## config.mk

```make
export PLATFORM = sky130hd
export DESIGN_NAME = prbs_lfsr_flat
export DESIGN_NICKNAME = d
export VERILOG_FILES = /design/src/rtl/prbs_if.sv /design/src/rtl/prbs_lfsr.sv /design/src/flat_wrapper.sv
export SDC_FILE = /design/constraint.sdc
export NUM_CORES = 1
export LEC_CHECK = 0
export ABC_AREA = 1
export BUFFER_PORTS_ARGS = -buffer_cell sky130_fd_sc_hd__buf_2
export CAP_MARGIN = 5
export CORE_MARGIN = 2
export CORE_UTILIZATION = 58
export DETAILED_ROUTE_END_ITERATION = 10
export PLACE_DENSITY_LB_ADDON = 0.25
export SYNTH_ARGS = -nofsm -noshare
export SYNTH_HDL_FRONTEND = slang
export SYNTH_SLANG_ARGS = --single-unit
```

## constraint.sdc

```tcl
create_clock -name clk -period 4.3 [get_ports clk]
set_clock_uncertainty 0.15 [all_clocks]
set_input_delay 1.075 -clock clk [delete_from_list [all_inputs] [get_ports clk]]
set_output_delay 1.075 -clock clk [all_outputs]
set_load 0.005 [all_outputs]
```

## src/rtl/prbs_if.sv

```systemverilog
// Command and status bundle for the PRBS LFSR: a master drives the commands,
// and the LFSR (slave) returns its register contents and status flags.
interface prbs_if #(
  parameter int unsigned WIDTH = 8
) ();
  logic             load;
  logic [WIDTH-1:0] seed_in;
  logic             run;
  logic             shift;
  logic             serial_in;
  logic [WIDTH-1:0] state;
  logic             serial_out;
  logic             wrap;
  logic             lockup;
  logic [WIDTH-1:0] step_cnt;

  modport master (
    output load, seed_in, run, shift, serial_in,
    input  state, serial_out, wrap, lockup, step_cnt
  );

  modport slave (
    input  load, seed_in, run, shift, serial_in,
    output state, serial_out, wrap, lockup, step_cnt
  );
endinterface

```

## src/rtl/prbs_lfsr.sv

```systemverilog
// Fibonacci LFSR with seed load, serial shift-in, wrap detection against the
// last seed, and one-cycle recovery from the all-zero lockup state.
//
// state     | meaning
// ----------+------------------------------------------------------------
// S_IDLE    | no run last cycle; load/shift/hold as commanded
// S_RUN     | stepping the LFSR on every cycle that run stays high
// S_RECOVER | all-zero state seen under run; reseed from SEED_DEF, flag it
module prbs_lfsr #(
  parameter int unsigned      WIDTH    = 8,
  parameter logic [WIDTH-1:0] TAPS     = WIDTH'(8'hB8),
  parameter logic [WIDTH-1:0] SEED_DEF = WIDTH'(1)
) (
  input  logic   clk,
  input  logic   rst,
  prbs_if.slave  bus
);

  if (WIDTH < 3 || WIDTH > 32) begin : g_bad_width
    $error("prbs_lfsr: WIDTH must be in 3..32");
  end
  if (SEED_DEF == '0) begin : g_bad_seed
    $error("prbs_lfsr: SEED_DEF must be nonzero");
  end

  typedef enum logic [1:0] {
    S_IDLE    = 2'd0,
    S_RUN     = 2'd1,
    S_RECOVER = 2'd2
  } fsm_e;

  fsm_e fsm_q, fsm_d;

  logic [WIDTH-1:0] lfsr_q, lfsr_d;
  logic [WIDTH-1:0] ref_q,  ref_d;
  logic [WIDTH-1:0] cnt_q,  cnt_d;
  logic             wrap_q, wrap_d;
  logic             lock_q, lock_d;

  logic             fb;
  logic [WIDTH-1:0] step_val;
  logic [WIDTH-1:0] shift_val;
  logic             at_zero;
  logic             hit_ref;

  assign fb        = ^(lfsr_q & TAPS);
  assign step_val  = {lfsr_q[WIDTH-2:0], fb};
  assign shift_val = {lfsr_q[WIDTH-2:0], bus.serial_in};
  assign at_zero   = (lfsr_q == '0);
  assign hit_ref   = (step_val == ref_q);

  always_ff @(posedge clk or posedge rst) begin
    if (rst) begin
      fsm_q <= S_IDLE;
    end else begin
      fsm_q <= fsm_d;
    end
  end

  always_comb begin
    fsm_d = fsm_q;
    case (fsm_q)
      S_IDLE: begin
        if (bus.run && !bus.load) begin
          fsm_d = at_zero ? S_RECOVER : S_RUN;
        end
      end
      S_RUN: begin
        if (bus.load || !bus.run) begin
          fsm_d = S_IDLE;
        end else if (at_zero) begin
          fsm_d = S_RECOVER;
        end
      end
      S_RECOVER: begin
        fsm_d = bus.run ? S_RUN : S_IDLE;
      end
      default: begin
        fsm_d = S_IDLE;
      end
    endcase
  end

  // RECOVER overrides every command, including load, for its single cycle.
  always_comb begin
    lfsr_d = lfsr_q;
    ref_d  = ref_q;
    cnt_d  = cnt_q;
    wrap_d = 1'b0;
    lock_d = lock_q;
    if (fsm_q == S_RECOVER) begin
      lfsr_d = SEED_DEF;
      ref_d  = SEED_DEF;
      cnt_d  = '0;
      lock_d = 1'b1;
    end else if (bus.load) begin
      lfsr_d = bus.seed_in;
      ref_d  = bus.seed_in;
      cnt_d  = '0;
      lock_d = 1'b0;
    end else if (bus.run) begin
      if (!at_zero) begin
        lfsr_d = step_val;
        wrap_d = hit_ref;
        cnt_d  = hit_ref ? '0 : cnt_q + WIDTH'(1);
      end
    end else if (bus.shift) begin
      lfsr_d = shift_val;
    end
  end

  always_ff @(posedge clk or posedge rst) begin
    if (rst) begin
      lfsr_q <= SEED_DEF;
      ref_q  <= SEED_DEF;
      cnt_q  <= '0;
      wrap_q <= 1'b0;
      lock_q <= 1'b0;
    end else begin
      lfsr_q <= lfsr_d;
      ref_q  <= ref_d;
      cnt_q  <= cnt_d;
      wrap_q <= wrap_d;
      lock_q <= lock_d;
    end
  end

  assign bus.state      = lfsr_q;
  assign bus.serial_out = lfsr_q[WIDTH-1];
  assign bus.wrap       = wrap_q;
  assign bus.lockup     = lock_q;
  assign bus.step_cnt   = cnt_q;

endmodule
```

## src/flat_wrapper.sv

```systemverilog
// flat-port wrapper written by rule: the top's interface ports become plain ports
module prbs_lfsr_flat 
#(
  parameter int unsigned      WIDTH    = 8,
  parameter logic [WIDTH-1:0] TAPS     = WIDTH'(8'hB8),
  parameter logic [WIDTH-1:0] SEED_DEF = WIDTH'(1)
)
  (clk, rst, bus_load, bus_seed_in, bus_run, bus_shift, bus_serial_in, bus_state, bus_serial_out, bus_wrap, bus_lockup, bus_step_cnt);
  prbs_if #(.WIDTH(WIDTH)) bus_i ();
  input  logic clk;
  input  logic rst;
  input wire logic [$bits(bus_i.load)-1:0] bus_load;
  input wire logic [$bits(bus_i.seed_in)-1:0] bus_seed_in;
  input wire logic [$bits(bus_i.run)-1:0] bus_run;
  input wire logic [$bits(bus_i.shift)-1:0] bus_shift;
  input wire logic [$bits(bus_i.serial_in)-1:0] bus_serial_in;
  output wire logic [$bits(bus_i.state)-1:0] bus_state;
  output wire logic [$bits(bus_i.serial_out)-1:0] bus_serial_out;
  output wire logic [$bits(bus_i.wrap)-1:0] bus_wrap;
  output wire logic [$bits(bus_i.lockup)-1:0] bus_lockup;
  output wire logic [$bits(bus_i.step_cnt)-1:0] bus_step_cnt;
  assign bus_i.load = bus_load;
  assign bus_i.seed_in = bus_seed_in;
  assign bus_i.run = bus_run;
  assign bus_i.shift = bus_shift;
  assign bus_i.serial_in = bus_serial_in;
  assign bus_state = bus_i.state;
  assign bus_serial_out = bus_i.serial_out;
  assign bus_wrap = bus_i.wrap;
  assign bus_lockup = bus_i.lockup;
  assign bus_step_cnt = bus_i.step_cnt;
  prbs_lfsr #(.WIDTH(WIDTH), .TAPS(TAPS), .SEED_DEF(SEED_DEF)) u_core (.clk(clk), .rst(rst), .bus(bus_i));
endmodule
```

==> results of run 1 <==
==> state kept, by name (all words and copies together), names as in the netlist <==
register,count
u_core.bus.step_cnt,8
u_core.bus.lockup,1
u_core.bus.wrap,1
u_core.fsm_q,2
u_core.bus.state,8
u_core.ref_q,8
==> cell families after synthesis <==
group	after synthesis	synth area share [%]
flops	28	43.50
xor+xnor	7	3.793
compound gates	29	12.00
fa+ha+maj	2	1.548
buf+inv	40	11.07
simple gates	97	28.10
==> how the worst min path moves through the flow <==
stage          slack [ns]  cells past startpoint                            end
2_1_floorplan        0.32                      2    u_core.ref_q[5]$_DFFE_PP0N_
3_3_place_gp         0.32                      2  u_core.bus.lockup$_DFFE_PP0N_
3_5_place_dp         0.32                      2  u_core.bus.lockup$_DFFE_PP0N_
4_1_cts              0.35                      2  u_core.bus.lockup$_DFFE_PP0N_
5_1_grt              0.38                      2  u_core.bus.lockup$_DFFE_PP0N_
6_report             0.34                      2  u_core.bus.lockup$_DFFE_PP0N_
==> final cells by class <==
| class | instances | share of cell area (%) |
|---|---|---|
| multi-input combinational | 135 | 40.59 |
| sequential | 28 | 38.87 |
| timing repair buffer | 32 | 8.852 |
| inverter | 35 | 7.538 |
| tap | 31 | 2.144 |
| clock buffer | 4 | 2.006 |
==> metrics by stage <==
stage	hold WS, ns	worst slack [ns]	util [%]
2_1_floorplan	0.3220	2.282	-
3_3_place_gp	0.3162	2.074	65.42
3_5_place_dp	0.3205	2.035	65.42
4_1_cts	0.3533	2.056	66.76
5_1_grt	0.3751	2.014	66.76
6_report	0.3422	2.061	66.76
==> synth_stat cells (all sizes together), types with 4 or more instances <==
cell type,number
nand2,55
inv,35
dfrtp,26
nand3,20
nor2,16
o22ai,13
a21oi,11
xor2,5
buf,4
nor3,4
o21ai,4
==> power groups by stage <==
stage | Clock, mW | Sequential [mW] | Combinational [mW]
2_1_floorplan | 0 | 0.313 | 0.100
3_3_place_gp | 0 | 0.314 | 0.133
3_5_place_dp | 0 | 0.315 | 0.135
4_1_cts | 0.129 | 0.310 | 0.136
5_1_grt | 0.139 | 0.313 | 0.158
6_report | 0.126 | 0.310 | 0.135
==> routing by layer <==
metal,wire [µm],vias up
met3,156,7
li1,-,712
met4,46,0
met5,0,-
met1,1515,623
met2,1436,42
==> results by group, run 1 <==
Outcome
  • Outcome: finished clean

Floorplan
  • Number of rows created at floorplan: 19
  • Initial standard-cell utilization of the core: 59.65%
  • Full die area: 0.003226 mm²
  • Top-level port count: 33
  • Y dimension of the die: roughly 57 µm
  • Floorplan core area: 0.002710 mm²
  • Horizontal die dimension: 56.80 µm

Clock network
  • H-tree Lvls: 1
  • CTS clk-pin slew, worst paths: roughly 0.14 ns
  • Number of buffers inserted to repair setup after CTS: 0
  • Number of buffers inserted by hold repair at cts: 0
  • Clk Tree Root Cell: sky130_fd_sc_hd__clkbuf_4
  • Post-cts sizing count: 0
  • Clock sink count: 28
  • Number of clock buffers inserted by TritonCTS: 3
  • Worst-Skew Late Latency: 0.32 ns
  • Clock tree from TritonCTS: done
  • Maximum number of buffers from clock root to sink: 2

Timing
  • Setup repair after global routing missed its margin: no
  • Final number of hold-violating endpoints: 0
  • Part of the cycle the worst path needs: 52.08%
  • Worst slew margin: 29.26%
  • Final critical-path required period: 2.239 ns
  • FMAX: 446.6 MHz
  • Total setup violations reported at the end of the flow: 0
  • Final sum of negative setup slack: 0 ns
  • Number of max-slew violations in the final report: 0
  • Worst slew pin tran: 1.060 ns

Critical path
  • Critical Path Start Type: register
  • Startpoint-to-endpoint class of the critical path: register to output port
  • R2r startpoint: u_core.bus.state[5]$_DFFE_PP0P_
  • Buffers and inverters on the worst path: 1
  • Number of cells traversed by the worst register-to-register path: 8
  • Peak fanout along the critical path: 3
  • Largest stage delay on the critical path: 0.58 ns
  • Data required time of the critical path: 3.07 ns
  • Element type at the critical path end: output port
  • Flop2flop setup slack: approximately 2.4 ns
  • Slowest-stage cell, CP: sky130_fd_sc_hd__dfstp_2
  • Setup crit end: bus_state[0]
  • Reg-to-reg critical path endpoint: u_core.bus.step_cnt[0]$_DFFE_PP0P_
  • Arrival @ worst endpoint: 1.01 ns
  • Ordered list of cells on the worst path: buf_2
  • CP startpoint: u_core.bus.state[0]$_DFFE_PP1P_
  • Cell family contributing the most delay on the critical path: flip-flops
  • Count of cell instances traversed by the critical path: 1

Power
  • Total power consumption of the routed design: 570.6 µW
  • Switching power of the nets: 177.6 µW
  • Leakage: approximately 1 nW
  • Switching part of the total power: 31.13%
  • Cell-internal power: 393.0 µW
  • Power density cells: 315.4 mW/mm²
  • Maximum resistive drop on vdd: 0.2196 mV
  • Part of the power in the clock network: between 20% and 30%
  • Portion of total power attributed to combinational logic: 23.7%
  • Reg power frac: roughly 54%

Finish
  • Count of nets after finishing: 251
  • Most frequent standard cell in the layout excluding fill and tap cells: sky130_fd_sc_hd__nand2_1
  • Area grow syn2layout: 11.92%
  • Combined area of the multi-input logic cells: 734.5 µm²
  • Filler Cells Inserted: 238
  • Final standard cell area without fillers: around 0.0018 mm²
  • # diodes: 0
  • Ratio of cells with drive above 1 in the final layout: between 20% and 30%
  • Most used cells in the layout excluding fill and tap cells: sky130_fd_sc_hd__nand2_1, sky130_fd_sc_hd__buf_2, sky130_fd_sc_hd__inv_1
  • Sequential cell area: roughly 700 µm²
  • Final standard cell count with taps included and fillers excluded: 265

Worst hold path
  • Worst min-delay path category: register to register
  • Critical hold path startpoint: u_core.bus.lockup$_DFFE_PP0N_

Global route
  • Antenna violations before repair: 0
  • GRT met1 Usage: a little under a third
  • Total grt overflow: 0
  • Combined global-route utilization of all metal layers: 21.58%
  • Met3 Track Usage GR: 3.456%
  • Number of global-route vias before repair: about 1,300
  • Gr busiest metal: met2
  • Pin count of the biggest net entering global routing: 29
  • Met2 layer usage reported by global route: 34.55%
  • First-pass GRT wire length: 5.520 mm

Logic synthesis
  • Share of synthesized area occupied by flip-flops and latches: a little over two fifths
  • Synthesized netlist net count: ~220
  • Avg Cell Area, Syn: around 8 µm²
  • Synth warn: 0
  • Portion of synthesized cell area occupied by the leading cell type: 40.25%
  • Count of flip-flops with a built-in enable after synthesis: 0
  • Asr flop ratio synth: 100.0%
  • Predominant post-synthesis flop cell: sky130_fd_sc_hd__dfrtp_1
  • Leading post-synthesis cells by cell area: sky130_fd_sc_hd__dfrtp_1, sky130_fd_sc_hd__nand2_1, sky130_fd_sc_hd__inv_1
  • Count of unique library cells instantiated by Yosys: 29
  • Gate count after technology mapping: between 200 and 250
  • Post-synth design cell area: 0.001617 mm²
  • Flops & latches, synth: 28
  • Yosys top cell by area: sky130_fd_sc_hd__dfrtp_1

Drt
  • Wirelength, routed: 3.155 mm
  • Vias/cell: roughly 5.2
  • Vias after detailed routing: between 1,000 and 1,500
  • Routed length per instance: 11.91 µm
  • Number of design rule violations left after detail routing: 0
  • Starting DRT DRC Count: 40
  • Number of detailed-routing iterations run before antenna repair: 4
  • Number of nets with antenna violations after detailed routing: 0

Run
  • Count of maximum capacitance violations: 0

Placed design
  • DP Wirelength: 2.344 mm
  • Total cell area at the placement stage: 0.001773 mm²
  • Gpl congestion: 0.8153
  • I/O Buffers: 32
  • Post-placement cell count: roughly 260
(Power assumes the default switching activity.)
==> run 2: changes to the inputs <==
--- a/config.mk
+++ b/config.mk
@@ -9,7 +9,7 @@
 export BUFFER_PORTS_ARGS = -buffer_cell sky130_fd_sc_hd__buf_2
 export CAP_MARGIN = 5
 export CORE_MARGIN = 2
-export CORE_UTILIZATION = 58
+export CORE_UTILIZATION = 54
 export DETAILED_ROUTE_END_ITERATION = 10
 export PLACE_DENSITY_LB_ADDON = 0.25
 export SYNTH_ARGS = -nofsm -noshare
==> constraint.sdc (replaced) <==
create_clock -name clk -period 2.2 [get_ports clk]
set_clock_uncertainty 0.15 [all_clocks]
set_input_delay 0.55 -clock clk [delete_from_list [all_inputs] [get_ports clk]]
set_output_delay 0.55 -clock clk [all_outputs]
set_load 0.005 [all_outputs]
==> run 2 against run 1 <==
The run now ends with DRC left. Non-clock buffer count is 1 higher. Via count is 0.51% lower. Die area is 6.9% higher. Largest power group unchanged. Sequential power is 96% higher. Register-to-register slack worse by 2.0 ns. Cell count is 0.38% higher. Setup slack worse by 1.7 ns. Highest routed layer unchanged. Critical endpoint is now u_core.bus.step_cnt[3]$_DFFE_PP0P_. Wire length is 2.8% higher. Combinational power is 97% higher. Sequential share of layout area is 0.16 points lower. Largest cell class unchanged. Utilization is 2.0 points lower. Cell area is 0.41% higher.
==> results by group, run 2 (same netlist as run 1, synthesis figures left out) <==
Outcome
  • Outcome: finished with violations
  • Violations in the final reports: DRC

Finish
  • Count of nets after finishing: 252 (+0.40%)
  • Most frequent standard cell in the layout excluding fill and tap cells: sky130_fd_sc_hd__nand2_1
  • Area grow syn2layout: 12.38%
  • # diodes: 0 (unchanged)
  • Ratio of cells with drive above 1 in the final layout: 27.23% (+0.31 points)
  • Most used cells in the layout excluding fill and tap cells: sky130_fd_sc_hd__nand2_1, sky130_fd_sc_hd__buf_2, sky130_fd_sc_hd__inv_1
  • Filler Cells Inserted: 255 (+7.1%)

Clock network
  • Number of clock buffers inserted by TritonCTS: 3 (unchanged)
  • CTS clk-pin slew, worst paths: 0.16 ns (+0.02 ns)
  • Number of buffers inserted to repair setup after CTS: 0 (unchanged)
  • Clock sink count: 28 (unchanged)
  • Post-cts sizing count: 0 (unchanged)
  • Number of buffers inserted by hold repair at cts: 0 (unchanged)
  • Clk Tree Root Cell: sky130_fd_sc_hd__clkbuf_4
  • Clock tree from TritonCTS: done
  • H-tree Lvls: 1 (unchanged)
  • Worst-Skew Late Latency: 0.33 ns (about the same)
  • Maximum number of buffers from clock root to sink: 2 (unchanged)

Floorplan
  • Top-level port count: 33 (unchanged)
  • Number of rows created at floorplan: 19 (unchanged)
  • Horizontal die dimension: 58.72 µm (+3.4%)
  • Floorplan core area: 0.002805 mm² (+3.5%)
  • Full die area: 0.003447 mm² (+6.9%)
  • Initial standard-cell utilization of the core: 57.63% (-2.0 points)
  • Y dimension of the die: 58.72 µm (+3.4%)

Critical path
  • Startpoint-to-endpoint class of the critical path: register to register
  • Arrival @ worst endpoint: 1.92 ns (+0.91 ns)
  • Element type at the critical path end: register
  • Data required time of the critical path: 2.29 ns (-0.78 ns)
  • Peak fanout along the critical path: 9 (+6)
  • Largest stage delay on the critical path: 0.42 ns (-0.16 ns)
  • Ordered list of cells on the worst path: inv_1, ha_1, inv_1, nand2_1, nand3_1, nand2_1, nand2_1, nand3_2, nand3_1, nand2_1
  • Critical Path Start Type: register
  • Most frequent cell on the critical path: sky130_fd_sc_hd__nand2_1
  • Slowest-stage cell, CP: sky130_fd_sc_hd__dfrtp_1

Worst hold path
  • Worst min-delay path category: input port to asynchronous set/reset pin

Timing
  • Final critical-path required period: between 1.5 and 2 ns
  • Worst slew margin: 68.61% (+39 points)
  • Final number of hold-violating endpoints: 0 (unchanged)
  • Setup repair after global routing missed its margin: no
  • Worst Hold Margin: 0.09027 ns (-0.2520 ns)
  • FMAX: 546.3 MHz
  • Final sum of negative setup slack: 0 ns (unchanged)
  • Worst slew pin tran: 0.4697 ns (-0.5903 ns)
  • Number of max-slew violations in the final report: 0 (unchanged)
  • Part of the cycle the worst path needs: 83.21%
  • Total setup violations reported at the end of the flow: 0 (unchanged)

Placed design
  • I/O Buffers: 32 (unchanged)
  • Gpl congestion: 0.7900 (-3.1%)
  • DP Wirelength: 2.433 mm (+3.8%)

Drt
  • Wirelength, routed: 3.242 mm (+2.8%)
  • Number of design rule violations left after detail routing: 4 (+4)
  • Vias after detailed routing: 1,377 (-0.51%)
  • Number of detailed-routing iterations run before antenna repair: 7 (+3)
  • Vias/cell: 5.177 (-0.88%)
  • Routed length per instance: 12.19 µm (+2.4%)
  • Number of nets with antenna violations after detailed routing: 0 (unchanged)
  • Starting DRT DRC Count: 38 (-5.0%)

Power
  • Maximum resistive drop on vdd: 0.4720 mV (+110%)
  • Total power consumption of the routed design: 1.129 mW (+98%)
  • Leakage: 1.019 nW (+0.47%)
  • Power density cells: 621.6 mW/mm² (+97%)

Run
  • Count of maximum capacitance violations: 0 (unchanged)

Global route
  • First-pass GRT wire length: 5.699 mm (+3.2%)
  • Total grt overflow: 0 (unchanged)
  • Number of global-route vias before repair: 1,299 (+2.9%)
  • Antenna violations before repair: 0 (unchanged)
  • Pin count of the biggest net entering global routing: 29 (unchanged)
  • Combined global-route utilization of all metal layers: 21.40% (-0.18 points)
==> run 2: worst max-delay path, delay by kind of cell (launching register included) <==
kind	cells	cell delay (ns)
fa+ha+maj	1	0.32
simple gates	7	0.68
buf+inv	2	0.16
flops	1	0.42
==> run 2: per-layer routing <==
metal | routed length, µm | up-vias | track usage, %
met4 | 13 | 0 | 3.247
met3 | 169 | 2 | 4.615
met1 | 1628 | 635 | 30.92
li1 | - | 708 | -
met2 | 1431 | 32 | 34.03
met5 | 0 | - | 0
==> run 2: worst paths after layout <==
check                      slack [ns]                                 end                             from  cells past startpoint
min reg2reg                      0.36       u_core.bus.lockup$_DFFE_PP0N_    u_core.bus.lockup$_DFFE_PP0N_                      2
max reg2reg                      0.37  u_core.bus.step_cnt[3]$_DFFE_PP0P_  u_core.bus.state[4]$_DFFE_PP0P_                     10
max                              0.37  u_core.bus.step_cnt[3]$_DFFE_PP0P_  u_core.bus.state[4]$_DFFE_PP0P_                     10
min in group clk                 0.25         u_core.ref_q[0]$_DFFE_PP1N_                         bus_load                      2
max in group asynchronous        1.50     u_core.bus.state[0]$_DFFE_PP1P_                              rst                      3
min                              0.09         u_core.ref_q[3]$_DFFE_PP0N_                              rst                      3
==> run 2: cell type report <==
class	instances	area, µm²	area share, %
timing repair buffer	33	167.7	9.229
inverter	35	136.4	7.507
tap	31	38.79	2.135
multi-input combinational	135	734.5	40.43
sequential	28	703.2	38.71
clock buffer	4	36.28	1.997
==> run 2: report_power, final <==
group          internal (mW)  total, mW  switching, mW
sequential             0.564      0.608         0.0439
combinational          0.105      0.266          0.161
clock                  0.101      0.256          0.154
total                  0.770       1.13          0.359
==> run 2: per-stage QoR <==
step | utilization, % | setup slack (ns) | instances | area, µm²
after floorplan | - | 0.5883 | 203 | 1617
after global placement | 63.47 | 0.4317 | 262 | 1780
after detailed placement | 63.47 | 0.3965 | 262 | 1780
after CTS | 64.76 | 0.3804 | 266 | 1817
after global routing | 64.76 | 0.1908 | 266 | 1817
final | 64.76 | 0.3694 | 266 | 1817
==> run 3: changes to the inputs <==
--- a/config.mk
+++ b/config.mk
@@ -5,11 +5,11 @@
 export SDC_FILE = /design/constraint.sdc
 export NUM_CORES = 1
 export LEC_CHECK = 0
-export ABC_AREA = 1
+export ABC_AREA = 0
 export BUFFER_PORTS_ARGS = -buffer_cell sky130_fd_sc_hd__buf_2
 export CAP_MARGIN = 5
 export CORE_MARGIN = 2
-export CORE_UTILIZATION = 54
+export CORE_UTILIZATION = 48
 export DETAILED_ROUTE_END_ITERATION = 10
 export PLACE_DENSITY_LB_ADDON = 0.25
 export SYNTH_ARGS = -nofsm -noshare
==> constraint.sdc (replaced) <==
create_clock -name clk -period 1.6 [get_ports clk]
set_clock_uncertainty 0.15 [all_clocks]
set_input_delay 0.4 -clock clk [delete_from_list [all_inputs] [get_ports clk]]
set_output_delay 0.4 -clock clk [all_outputs]
set_load 0.005 [all_outputs]
==> run 3 against run 2 <==
The flow finishes with violations (setup timing). Power up 73%. Wire length increased by 47%. Via count increased by 9.4%. Cell area up 27%. Sequential share of layout area down 8.0 points. Count of clock-buffer cells in the layout shrank 1. Cell count is 3.8% higher. Utilization grew 11 points. Register-to-register slack worse by 1.2 ns. Non-clock buffer count up 40. Critical endpoint is now u_core.bus.state[6]$_DFFE_PP0P_. Largest cell class unchanged.
==> results by group, run 3 <==
Finish
  • Fraction of the core area covered by cells at the end of the flow: 75.37% (+11 points)
  • Filler Cells Inserted: 200 (-22%)
  • Final standard cell area without fillers: 0.002301 mm² (+27%)
  • Most used cells in the layout excluding fill and tap cells: sky130_fd_sc_hd__buf_4, sky130_fd_sc_hd__dfrtp_1, sky130_fd_sc_hd__buf_6
  • Most frequent standard cell in the layout excluding fill and tap cells: sky130_fd_sc_hd__buf_4
  • # diodes: 0 (unchanged)
  • Area grow syn2layout: 49.51%
  • Ratio of cells with drive above 1 in the final layout: 44.83% (+18 points)
  • Final standard cell count with taps included and fillers excluded: 276 (+3.8%)
  • Count of nets after finishing: 249 (-1.2%)

Logic synthesis
  • Portion of synthesized cell area occupied by the leading cell type: 42.28% (+2.0 points)
  • Count of unique library cells instantiated by Yosys: 32 (+10%)
  • Avg Cell Area, Syn: 9.442 µm² (+19%)
  • Yosys top cell by area: sky130_fd_sc_hd__dfrtp_1
  • Gate count after technology mapping: 163 (-20%)
  • Asr flop ratio synth: 100.0% (unchanged)
  • Most frequently used cell type in the post-synthesis netlist: sky130_fd_sc_hd__dfrtp_1
  • Most used standard cells in the synthesized netlist: sky130_fd_sc_hd__dfrtp_1, sky130_fd_sc_hd__nand2_1, sky130_fd_sc_hd__a21oi_1
  • Share of synthesized area occupied by flip-flops and latches: 45.69% (+2.2 points)
  • Leading post-synthesis cells by cell area: sky130_fd_sc_hd__dfrtp_1, sky130_fd_sc_hd__nand2b_1, sky130_fd_sc_hd__a21oi_1
  • Post-synth design cell area: 0.001539 mm² (-4.8%)
  • Predominant post-synthesis flop cell: sky130_fd_sc_hd__dfrtp_1
  • Flops & latches, synth: 28 (unchanged)
  • Count of flip-flops with a built-in enable after synthesis: 0 (unchanged)
  • Synthesized netlist net count: 179 (-18%)
  • Synth warn: 0 (unchanged)

Timing
  • Worst slew pin tran: 0.3705 ns (-0.09912 ns)
  • Final number of hold-violating endpoints: 0 (unchanged)
  • Final sum of negative setup slack: -13.91 ns (-13.91 ns)
  • Worst Setup Slack, final: -0.8754 ns (-1.245 ns)
  • Final critical-path required period: 2.475 ns (+0.6448 ns)
  • Setup repair after global routing missed its margin: yes
  • Number of max-slew violations in the final report: 0 (unchanged)
  • Worst slew margin: 75.30% (+6.7 points)
  • FMAX: 404.0 MHz (-26%)
  • Worst Hold Margin: 0.1284 ns (+0.03815 ns)
  • Part of the cycle the worst path needs: 154.7% (+72 points)
  • Total setup violations reported at the end of the flow: 29 (+29)

Power
  • Total power consumption of the routed design: 1.950 mW (+73%)
  • Cell-internal power: 1.372 mW (+78%)
  • Reg power frac: 42.6% (-11 points)
  • Maximum resistive drop on vdd: 0.4524 mV (-4.2%)
  • Portion of total power attributed to combinational logic: 31.7% (+8.2 points)
  • Power density cells: 847.6 mW/mm² (+36%)
  • Switching power of the nets: 578.7 µW (+61%)
  • Leakage: 1.065 nW (+4.5%)
  • Part of the power in the clock network: 25.8% (+3.1 points)
  • Switching part of the total power: 29.67% (-2.1 points)

Placed design
  • Total cell area at the placement stage: 0.001899 mm² (+6.7%)
  • Worst-case setup slack after placement: -0.7041 ns (-1.101 ns)
  • DP Wirelength: 2.539 mm (+4.3%)
  • Gpl congestion: 0.8523 (+7.9%)
  • Post-placement cell count: 255 (-2.7%)
  • I/O Buffers: 32 (unchanged)

Critical path
  • Slowest-stage cell, CP: sky130_fd_sc_hd__or4b_4
  • Ordered list of cells on the worst path: inv_2, ha_4, or4b_4, o41ai_4, o21ai_2, nor2_4, mux2_1
  • Element type at the critical path end: register
  • Critical Path Start Type: register
  • Buffers and inverters on the worst path: 1 (-1)
  • Data required time of the critical path: 1.71 ns (-0.58 ns)
  • Arrival @ worst endpoint: 2.59 ns (+0.67 ns)
  • Cell family contributing the most delay on the critical path: simple AND/OR/NAND/NOR gates
  • Reg-to-reg critical path endpoint: u_core.bus.state[6]$_DFFE_PP0P_
  • Peak fanout along the critical path: 8 (-1)
  • Startpoint-to-endpoint class of the critical path: register to register
  • R2r startpoint: u_core.bus.state[4]$_DFFE_PP0P_
  • Flop2flop setup slack: -0.88 ns (-1.24 ns)
  • Number of cells traversed by the worst register-to-register path: 7 (-3)
  • Largest stage delay on the critical path: 0.48 ns (+0.06 ns)

Drt
  • Wirelength, routed: 4.763 mm (+47%)
  • Vias/cell: 5.460 (+5.5%)
  • Vias after detailed routing: 1,507 (+9.4%)
  • Number of design rule violations left after detail routing: 0 (-4)
  • Starting DRT DRC Count: 118 (+210%)
  • Routed length per instance: 17.26 µm (+42%)
  • Number of detailed-routing iterations run before antenna repair: 4 (-3)
  • Number of nets with antenna violations after detailed routing: 0 (unchanged)

Global route
  • First-pass GRT wire length: 6.023 mm (+5.7%)
  • Number of global-route vias before repair: 1,310 (+0.85%)
  • Total grt overflow: 0 (unchanged)
  • Antenna violations before repair: 0 (unchanged)
  • Combined global-route utilization of all metal layers: 22.27% (+0.87 points)
  • Pin count of the biggest net entering global routing: 29 (unchanged)

Floorplan
  • Y dimension of the die: 60.63 µm (+3.3%)
  • Initial standard-cell utilization of the core: 50.41% (-7.2 points)
  • Floorplan core area: 0.003053 mm² (+8.8%)
  • Number of rows created at floorplan: 20 (+1)
  • Top-level port count: 33 (unchanged)
  • Horizontal die dimension: 60.63 µm (+3.3%)
  • Full die area: 0.003675 mm² (+6.6%)

Clock network
  • Maximum number of buffers from clock root to sink: 2 (unchanged)
  • Number of clock buffers inserted by TritonCTS: 3 (unchanged)
  • Worst-Skew Late Latency: 0.37 ns (+0.04 ns)
  • Clock tree from TritonCTS: done
  • CTS clk-pin slew, worst paths: 0.17 ns (about the same)
  • Clock sink count: 28 (unchanged)
  • H-tree Lvls: 1 (unchanged)
  • Clk Tree Root Cell: sky130_fd_sc_hd__clkbuf_4

Outcome
  • Outcome: finished with violations
  • Violations in the final reports: setup timing

Worst hold path
  • Critical hold path startpoint: bus_seed_in[5]
  • Destination of the worst hold path: u_core.ref_q[5]$_DFFE_PP0N_
  • Worst min-delay path category: input port to register
  • Cells on Worst Hold Path: 3

Run
  • Count of maximum capacitance violations: 0 (unchanged)
-- run 3: area by class of cell --
type	count	area (µm²)	share of cell area, %
multi-input combinational	122	872.1	37.90
inverter	5	18.77	0.8157
clock inverter	1	30.03	1.305
tap	44	55.05	2.393
clock buffer	3	22.52	0.9788
sequential	28	705.7	30.67
timing repair buffer	73	596.8	25.94
-- run 3: cells by family (layout without fill, tap and decap cells) --
group	count (synthesis)	in the layout	share of synthesized area (%)
multiplexers	8	8	5.854
buffers and inverters	13	82	3.496
AND/OR/NAND/NOR	71	71	24.80
flip-flops	28	28	45.69
XOR/XNOR	9	9	6.016
AO/OA/AOI/OAI	32	32	12.52
adder cells (fa/ha/maj)	2	2	1.626
-- run 3: routing by layer --
metal	global-route usage (%)	vias to the layer above	part of all wire, %
li1	-	695	-
met1	28.65	726	40
met3	2.772	13	5.2
met4	9.006	0	2.7
met5	0	-	0
met2	38.10	73	52
-- run 3: repair_timing --
item,4_1_cts,5_1_grt
gates resized for setup,15,44
pin swaps,0,16
cloned,0,0
hold buffers,1,0
setup endpoints to repair,28,31
buffers inserted,3,19
hold endpoints to repair,26,0
-- run 3: worst max-delay path by stage --
stage                                    startpoint                         endpoint  slack (ns)  cells past startpoint
finish              u_core.bus.state[4]$_DFFE_PP0P_  u_core.bus.state[6]$_DFFE_PP0P_       -0.88                      7
global placement    u_core.bus.state[4]$_DFFE_PP0P_  u_core.bus.state[6]$_DFFE_PP0P_       -0.62                      7
detailed placement  u_core.bus.state[5]$_DFFE_PP0P_  u_core.bus.state[7]$_DFFE_PP0P_       -0.70                      7
floorplan           u_core.bus.state[4]$_DFFE_PP0P_  u_core.bus.state[3]$_DFFE_PP0P_       -0.76                      7
global route        u_core.bus.state[4]$_DFFE_PP0P_  u_core.bus.state[5]$_DFFE_PP0P_       -0.93                      7
CTS                 u_core.bus.state[4]$_DFFE_PP0P_  u_core.bus.state[5]$_DFFE_PP0P_       -0.73                      7
-- run 3: power groups by stage --
stage	registers, mW	logic (mW)	clock network (mW)
after floorplan	0.848	0.213	0
after global placement	0.824	0.428	0
after detailed placement	0.829	0.440	0
after CTS	0.819	0.501	0.487
after global routing	0.833	0.663	0.529
final	0.830	0.618	0.502
-- run 3: worst reg2reg max path, stage by stage (launching register included) --
cell and delay, ns:
sky130_fd_sc_hd__dfrtp_1 0.44, sky130_fd_sc_hd__inv_2 0.08, sky130_fd_sc_hd__ha_4 0.13, sky130_fd_sc_hd__or4b_4 0.48
sky130_fd_sc_hd__o41ai_4 0.29, sky130_fd_sc_hd__o21ai_2 0.13, sky130_fd_sc_hd__nor2_4 0.27, sky130_fd_sc_hd__mux2_1 0.41
